**config.mk**
```make
export PLATFORM = sky130hd
export DESIGN_NAME = spio_serial_gen2
export DESIGN_NICKNAME = d
export VERILOG_FILES = /design/src/rtl/spio_serial_gen2.sv
export SDC_FILE = /design/constraint.sdc
export NUM_CORES = 1
export LEC_CHECK = 0
export BUFFER_PORTS_ARGS = -buffer_cell sky130_fd_sc_hd__buf_4
export CAP_MARGIN = 0
export CORE_MARGIN = 2
export CORE_UTILIZATION = 53
export DETAILED_ROUTE_END_ITERATION = 10
export PLACE_DENSITY = 0.79
export SLEW_MARGIN = 25
export SYNTH_ARGS = -nofsm -noshare
export SYNTH_HDL_FRONTEND = slang
export SYNTH_SLANG_ARGS = --single-unit
```
**constraint.sdc**
```tcl
create_clock -name clk -period 2.6 [get_ports clk]
set_clock_uncertainty 0.2 [all_clocks]
set_input_delay 0.39 -clock clk [delete_from_list [all_inputs] [get_ports clk]]
set_output_delay 0.39 -clock clk [all_outputs]
set_load 0.02 [all_outputs]
```
**src/rtl/spio_serial_gen2.sv**
```systemverilog
// spio_serial_gen2: CPU-writable GPIO/LED/counter-select register set plus a
// serial streamer that pushes the LED pattern into an external shift-register
// chain with a clear / shift / latch sequence.
module spio_serial_gen2 #(
    parameter int                  LED_BITS   = 16,
    parameter int                  GPIO_BITS  = 14,
    parameter int                  DIV        = 2,
    parameter bit                  ACTIVE_LOW = 1'b1,
    parameter logic [LED_BITS-1:0] RST_LED    = 'h002A
) (
    input  logic                 clk,
    input  logic                 rst,
    input  logic                 EN,
    input  logic [31:0]          P_Data,
    input  logic                 start,
    input  logic                 auto_refresh,
    input  logic                 lsb_first,
    output logic [1:0]           counter_set,
    output logic [GPIO_BITS-1:0] GPIOf0,
    output logic [LED_BITS-1:0]  LED_out,
    output logic                 led_clk,
    output logic                 led_sout,
    output logic                 led_clrn,
    output logic                 LED_PEN,
    output logic                 busy,
    output logic                 done
);

    localparam int USED_BITS = 2 + LED_BITS + GPIO_BITS;
    localparam int DIV_W     = (DIV > 1) ? $clog2(DIV) : 1;
    localparam int BIT_W     = $clog2(LED_BITS);
    localparam logic [DIV_W-1:0] DIV_LAST = DIV_W'(DIV - 1);
    localparam logic [BIT_W-1:0] BIT_LAST = BIT_W'(LED_BITS - 1);

    typedef enum logic [1:0] {IDLE, CLEAR, SHIFT, LATCH} state_t;

    state_t               state_reg, state_next;
    logic [DIV_W-1:0]     div_reg, div_next;
    logic [BIT_W-1:0]     bit_reg, bit_next;
    logic [LED_BITS-1:0]  frame_reg, frame_next;
    logic                 led_clk_reg, led_clk_next;
    logic                 sout_reg, sout_next;
    logic                 clrn_reg, clrn_next;
    logic                 pen_reg, pen_next;
    logic                 busy_reg, busy_next;
    logic                 done_reg, done_next;
    logic                 dirty_reg, dirty_next;

    logic [1:0]           cs_reg;
    logic [GPIO_BITS-1:0] gpio_reg;
    logic [LED_BITS-1:0]  led_reg;

    logic [1:0]           wr_cs;
    logic [LED_BITS-1:0]  wr_led;
    logic [GPIO_BITS-1:0] wr_gpio;
    logic [LED_BITS-1:0]  led_src;
    logic [LED_BITS-1:0]  led_pol;
    logic [LED_BITS-1:0]  led_rev;
    logic [LED_BITS-1:0]  cap_frame;

    assign wr_cs   = P_Data[1:0];
    assign wr_led  = P_Data[LED_BITS+1:2];
    assign wr_gpio = P_Data[USED_BITS-1:LED_BITS+2];

    // Upper write-data bits beyond the three fields carry no meaning.
    generate
        if (USED_BITS < 32) begin : g_unused
            logic unused_hi;
            assign unused_hi = ^P_Data[31:USED_BITS];
        end
    endgenerate

    // A write landing on the capture edge is shifted out immediately.
    assign led_src   = EN ? wr_led : led_reg;
    assign led_pol   = ACTIVE_LOW ? ~led_src : led_src;

    // Frame is always shifted from bit 0, so MSB-first means a reversed copy.
    generate
        for (genvar gi = 0; gi < LED_BITS; gi++) begin : g_rev
            assign led_rev[gi] = led_pol[LED_BITS-1-gi];
        end
    endgenerate

    assign cap_frame = lsb_first ? led_pol : led_rev;

    // CPU register set: all three fields load together on a write strobe.
    always_ff @(posedge clk) begin
        if (rst) begin
            cs_reg   <= '0;
            gpio_reg <= '0;
            led_reg  <= RST_LED;
        end else if (EN) begin
            cs_reg   <= wr_cs;
            gpio_reg <= wr_gpio;
            led_reg  <= wr_led;
        end
    end

    // Streamer state and registered serial outputs.
    always_ff @(posedge clk) begin
        if (rst) begin
            state_reg   <= IDLE;
            div_reg     <= '0;
            bit_reg     <= '0;
            frame_reg   <= '0;
            led_clk_reg <= 1'b0;
            sout_reg    <= 1'b0;
            clrn_reg    <= 1'b1;
            pen_reg     <= 1'b0;
            busy_reg    <= 1'b0;
            done_reg    <= 1'b0;
            dirty_reg   <= 1'b0;
        end else begin
            state_reg   <= state_next;
            div_reg     <= div_next;
            bit_reg     <= bit_next;
            frame_reg   <= frame_next;
            led_clk_reg <= led_clk_next;
            sout_reg    <= sout_next;
            clrn_reg    <= clrn_next;
            pen_reg     <= pen_next;
            busy_reg    <= busy_next;
            done_reg    <= done_next;
            dirty_reg   <= dirty_next;
        end
    end

    // Next-state logic: each phase lasts DIV cycles, counted by div_reg.
    always_comb begin
        state_next   = state_reg;
        div_next     = div_reg;
        bit_next     = bit_reg;
        frame_next   = frame_reg;
        led_clk_next = led_clk_reg;
        sout_next    = sout_reg;
        clrn_next    = clrn_reg;
        pen_next     = pen_reg;
        busy_next    = busy_reg;
        done_next    = 1'b0;
        dirty_next   = dirty_reg;

        // A rewrite during a frame guarantees exactly one follow-up frame.
        if (EN && busy_reg) begin
            dirty_next = 1'b1;
        end

        case (state_reg)
            IDLE: begin
                if (start || auto_refresh || dirty_reg) begin
                    state_next = CLEAR;
                    busy_next  = 1'b1;
                    clrn_next  = 1'b0;
                    div_next   = '0;
                    frame_next = cap_frame;
                    dirty_next = 1'b0;
                end
            end
            CLEAR: begin
                if (div_reg == DIV_LAST) begin
                    state_next   = SHIFT;
                    clrn_next    = 1'b1;
                    div_next     = '0;
                    bit_next     = '0;
                    led_clk_next = 1'b0;
                    sout_next    = frame_reg[0];
                    frame_next   = frame_reg >> 1;
                end else begin
                    div_next = div_reg + 1'b1;
                end
            end
            SHIFT: begin
                if (div_reg == DIV_LAST) begin
                    div_next = '0;
                    if (!led_clk_reg) begin
                        led_clk_next = 1'b1;
                    end else begin
                        led_clk_next = 1'b0;
                        if (bit_reg == BIT_LAST) begin
                            state_next = LATCH;
                            pen_next   = 1'b1;
                        end else begin
                            bit_next   = bit_reg + 1'b1;
                            sout_next  = frame_reg[0];
                            frame_next = frame_reg >> 1;
                        end
                    end
                end else begin
                    div_next = div_reg + 1'b1;
                end
            end
            LATCH: begin
                if (div_reg == DIV_LAST) begin
                    state_next = IDLE;
                    pen_next   = 1'b0;
                    busy_next  = 1'b0;
                    done_next  = 1'b1;
                    div_next   = '0;
                end else begin
                    div_next = div_reg + 1'b1;
                end
            end
            default: state_next = IDLE;
        endcase
    end

    assign counter_set = cs_reg;
    assign GPIOf0      = gpio_reg;
    assign LED_out     = led_reg;
    assign led_clk     = led_clk_reg;
    assign led_sout    = sout_reg;
    assign led_clrn    = clrn_reg;
    assign LED_PEN     = pen_reg;
    assign busy        = busy_reg;
    assign done        = done_reg;

endmodule

```
# After elaboration in Yosys (flattened, before gate mapping)
# Index checks and enable logic that the tools add are counted.
# word_totals
reg_bits	62
inputBits	38
output_inout_bits	38
word_cells	91
# classes
n_addsub	2
n_eq_ne	11
n_mux	44
bitwise	2
reduce_logical	18
# op_table
op	n
2-to-1 mux 16 bit	7
one-hot mux 16 bit (3 select lines)	1
2-to-1 mux 1 bit	18
2-to-1 mux 4 bit	4
NOT 16 bit	1
inequality test 2 bit, second input constant	7
2-to-1 mux 2 bit	6
one-hot mux 1 bit (2 select lines)	6
AND reduction 6 bit	2
AND reduction 5 bit	2
AND reduction 3 bit	3
one-hot mux 2 bit (4 select lines)	1
one-hot mux 4 bit (2 select lines)	1
nonzero test 2 bit	4
adder 4 x 1 -> 4 bit, second input constant	1
equality test 2 bit, second input constant	2
equality test 4 bit, second input constant	1
nonzero test 3 bit	1
OR reduction 3 bit	1
equality test 2 x 1 -> 1 bit, second input constant	1
zero test 2 bit	1
logical OR 1 bit	2
OR reduction 2 bit	1
adder 1 bit, second input constant	1
other kinds (2)	2

# Depth between registers and ports, before layout
# depth
depth_word	5
depth_mapped	9
ltp_nobuf	6

# Worst setup path before layout
# No wires, ideal clock.
# synth_path
path_type	flip-flop to flip-flop
startpoint	reg state_reg[0]
endpoint	reg frame_reg[15]
setup_ps	121
arrival_time_ps	1697
required_time_ps	2279
slack_ps	582
stages_incl_launch_ff	9
path_buffers	2
synth_period_minus_slack_ps	2018
cell_sequence	dfxtp_1 -> inv_1 -> ha_1 -> buf_6 -> nand2b_4 -> a32oi_1 -> or3_1 -> buf_6 -> mux2_2
# synth_between
elab_chain_len	3
elab_cells_between_ends	11
cone_classes	7 x eq/ne; 1 x mux; 3 x reduce/logical
# synth_rtl
element	line_no	text
from (decl)	37	state_t state_reg, state_next;
from (signal assigned)	114	state_reg <= state_next;
equality test 2 bit, or another cell as far along	147	case (state_reg)
inequality test 2 bit (no line) or nonzero test 3 bit (tied branches)	-	
AND reduction 6 bit (no line)	-	
to (signal assigned)	117	frame_reg <= frame_next;
to (decl)	40	logic [LED_BITS-1:0] frame_reg, frame_next;
# Parallel ways exist; a longest one is shown, timed or not.
# A chain may end at the register's enable or synchronous reset.

# Final worst setup path
# layout_path
startpoint	reg state_reg[0]
endpoint	reg frame_reg[7]
# Same word-level chain as after synthesis.

==> impl_metrics.ini <==
[status]
status = finished clean

[drt]
drt_iter0_drc = 89
vias = 2548
detail_route.wl_per_cell_um = 14.1
drt-pass1-iter-count = 5
ant_nets = 0
via_per_inst = 5.41
route.detailed.drc = 0
routed_wl_mm = 6.66

[worst_setup_path]
critPathKind = flip-flop to flip-flop
arrival_ns = 2.28
r2r_end = frame_reg[7]$_SDFFE_PP0P_
worst-r2r-setup-slack_ns = 0.34
crit_fanout = 13
cp-end-kind = flip-flop
r2r-start = state_reg[0]$_SDFFE_PP0P_
reg2reg_depth = 5
cp.required_ns = 2.61
start_kind = flip-flop

[min_path]
hold_class = input port to flip-flop
hold_path_end = LED_out[3]$_SDFF_PP1_
min-delay-start = P_Data[5]
hold_depth = 2

[power_and_ir_drop]
total_power_mw = 3.39
ir_worst_vdd_uv = 480
p_leak_nw = 1.78
p_per_area_nw_per_um2 = 876

[floorplanning]
die_area_um2 = 6510
rows = 27
start_util_pct = 55.6
ioPinCount = 76
fp.dieW_um = 80.7
core_area_um2 = 5610
fp.dieH_um = 80.7

[clock_network]
cts_made_buffers = 9
cts-root-buf = clkbuf_8
clk-insertion-delay-late_ns = 0.34
tritoncts = built
hold_buffers = 0
cts-resized-gates = 0
clk_pin_slew_ns = 0.07
cts.htree.levels = 3
cts_sinks = 62
clock_path_buffers = 2
post-cts-setup-buffers = 0

[placement]
placed_cells = 455
globalplace.congestion = 0.758
place_ws_ns = 0.414
io_buffers = 75
placed_area_um2 = 3670
dp_hpwl_mm = 4.50

[global_routing]
grt_pass1_vias = 2452
grt-ovfl-total = 0
antenna_found_initial = 0
grtUsageTotal_pct = 21.7
grt_pass1_wl_mm = 11.0
grt_start_max_net_pins = 78

[final_layout]
fin_cells = 471
drive_gt1_share_pct = 25.1
synthToLayoutAreaGrowth_pct = 24.0
final_util_pct = 69.0
design_area_um2 = 3870
diodes = 0
layout.nets = 439

[yosys]
ys_ff_latch = 62
syn_area_um2 = 3120
postSynthCellCount = 328
syn_nets = 373
async_reset_ff_share_pct = 0
yosys_warnings = 0
synth_area_per_cell_um2 = 9.51
synth_top_cell_by_area = dfxtp_1
synthDistinctLibCells = 35
yosys-top-cells-area = dfxtp_1, mux2i_1, nand2b_1
synth-edff-count = 0
yosysSeqAreaShare_pct = 39.8
synthFlopType = dfxtp_1
netlist.area_leader.share_pct = 39.8

[timing]
rsz0062_at_grt = no
finalSetupViolCount = 0
holdWs_ns = 0.0821
max_freq_mhz = 442
fin_crit_sh_pct = 87.1
fin_setup_tns_ns = 0
worst_pin_slew_ns = 0.715
hold_viol_final = 0
relSlewSlack_pct = 52.4
finalMaxSlewViolations = 0
min_period_ns = 2.26
setup_ws_ns = 0.336

[job]
max_cap_violations = 0
kinds of logic after synthesis:
group / Yosys count / synth area share (%)
compound gates: 50 / 10.5
xor+xnor: 1 / 0.281
fa+ha+maj: 7 / 2.81
simple gates: 88 / 15.0
mux: 77 / 25.2
buf+inv: 43 / 6.50
flops: 62 / 39.8
synthesized netlist by cell type (all sizes together) (2+ instances only):
cell type and instances:
a211o 2, a21oi 23, buf 14, clkbuf 9
dfxtp 62, ha 7, inv 20, mux2i 75
nand2 4, nand2b 24, nand3 3, nor2 38
nor2b 2, nor3 4, o21ai 5, o21bai 2
o221ai 15, or2 3, or3 4
how the worst max path moves through the flow:
stage / startpoint / cells after the start / slack (ns) / endpoint
final: state_reg[0]$_SDFFE_PP0P_ / 5 / 0.34 / frame_reg[7]$_SDFFE_PP0P_
after global routing: state_reg[1]$_SDFFE_PP0P_ / 5 / 0.29 / frame_reg[7]$_SDFFE_PP0P_
after CTS: state_reg[0]$_SDFFE_PP0P_ / 5 / 0.37 / frame_reg[7]$_SDFFE_PP0P_
after detailed placement: state_reg[0]$_SDFFE_PP0P_ / 5 / 0.41 / frame_reg[7]$_SDFFE_PP0P_
after global placement: state_reg[0]$_SDFFE_PP0P_ / 5 / 0.50 / frame_reg[7]$_SDFFE_PP0P_
after floorplan: state_reg[0]$_SDFFE_PP0P_ / 8 / 0.58 / frame_reg[15]$_SDFFE_PP0P_
worst max-delay path, stage by stage (launching register included):
cell	delay (ns)
dfxtp_1	0.42
inv_1	0.11
ha_1	0.46
nand2b_1	0.46
o221ai_1	0.38
mux2i_1	0.11
cell type report:
cell class | count | area [um^2]
clock buffers | 13 | 159
clock inverters | 3 | 42.5
fillers | 448 | 1740
inverters | 20 | 75.1
multi-input cells | 223 | 1680
flip-flops and latches | 62 | 1240
well taps | 72 | 90.1
repair buffers | 78 | 586
report_power, final:
| part | switching [mW] | internal [mW] | leakage [nW] |
|---|---|---|---|
| Clock | 0.376 | 0.495 | 0.0996 |
| Combinational | 0.695 | 0.586 | 1.17 |
| Sequential | 0.118 | 1.12 | 0.512 |
layer usage:
layer | track usage (%) | part of all wire, %
met1 | 27.1 | 47
met2 | 34.3 | 46
met3 | 6.52 | 5.0
met4 | 10.3 | 1.7
met5 | 0 | 0
cell usage in the layout, fill, tap and decap left out, drive strengths merged:
master	instances
clkinv	1
and2	1
nand2	4
nand4b	1
nor2	38
nand2b	24
a211o	2
inv	20
nand4	1
nor4b	1
buf	78
o21bai	2
and4	1
o31ai	1
nand3	3
o22ai	1
mux2i	75
or3	4
xor2	1
a32oi	1
a21oi	23
mux4	1
or2	3
clkbuf	13
nor4bb	1
dfxtp	62
o21ai	5
clkinvlp	1
nor2b	2
mux2	1
ha	7
bufinv	1
o221ai	15
nor3	4
Note: power is estimated with default switching activity, not from simulation.
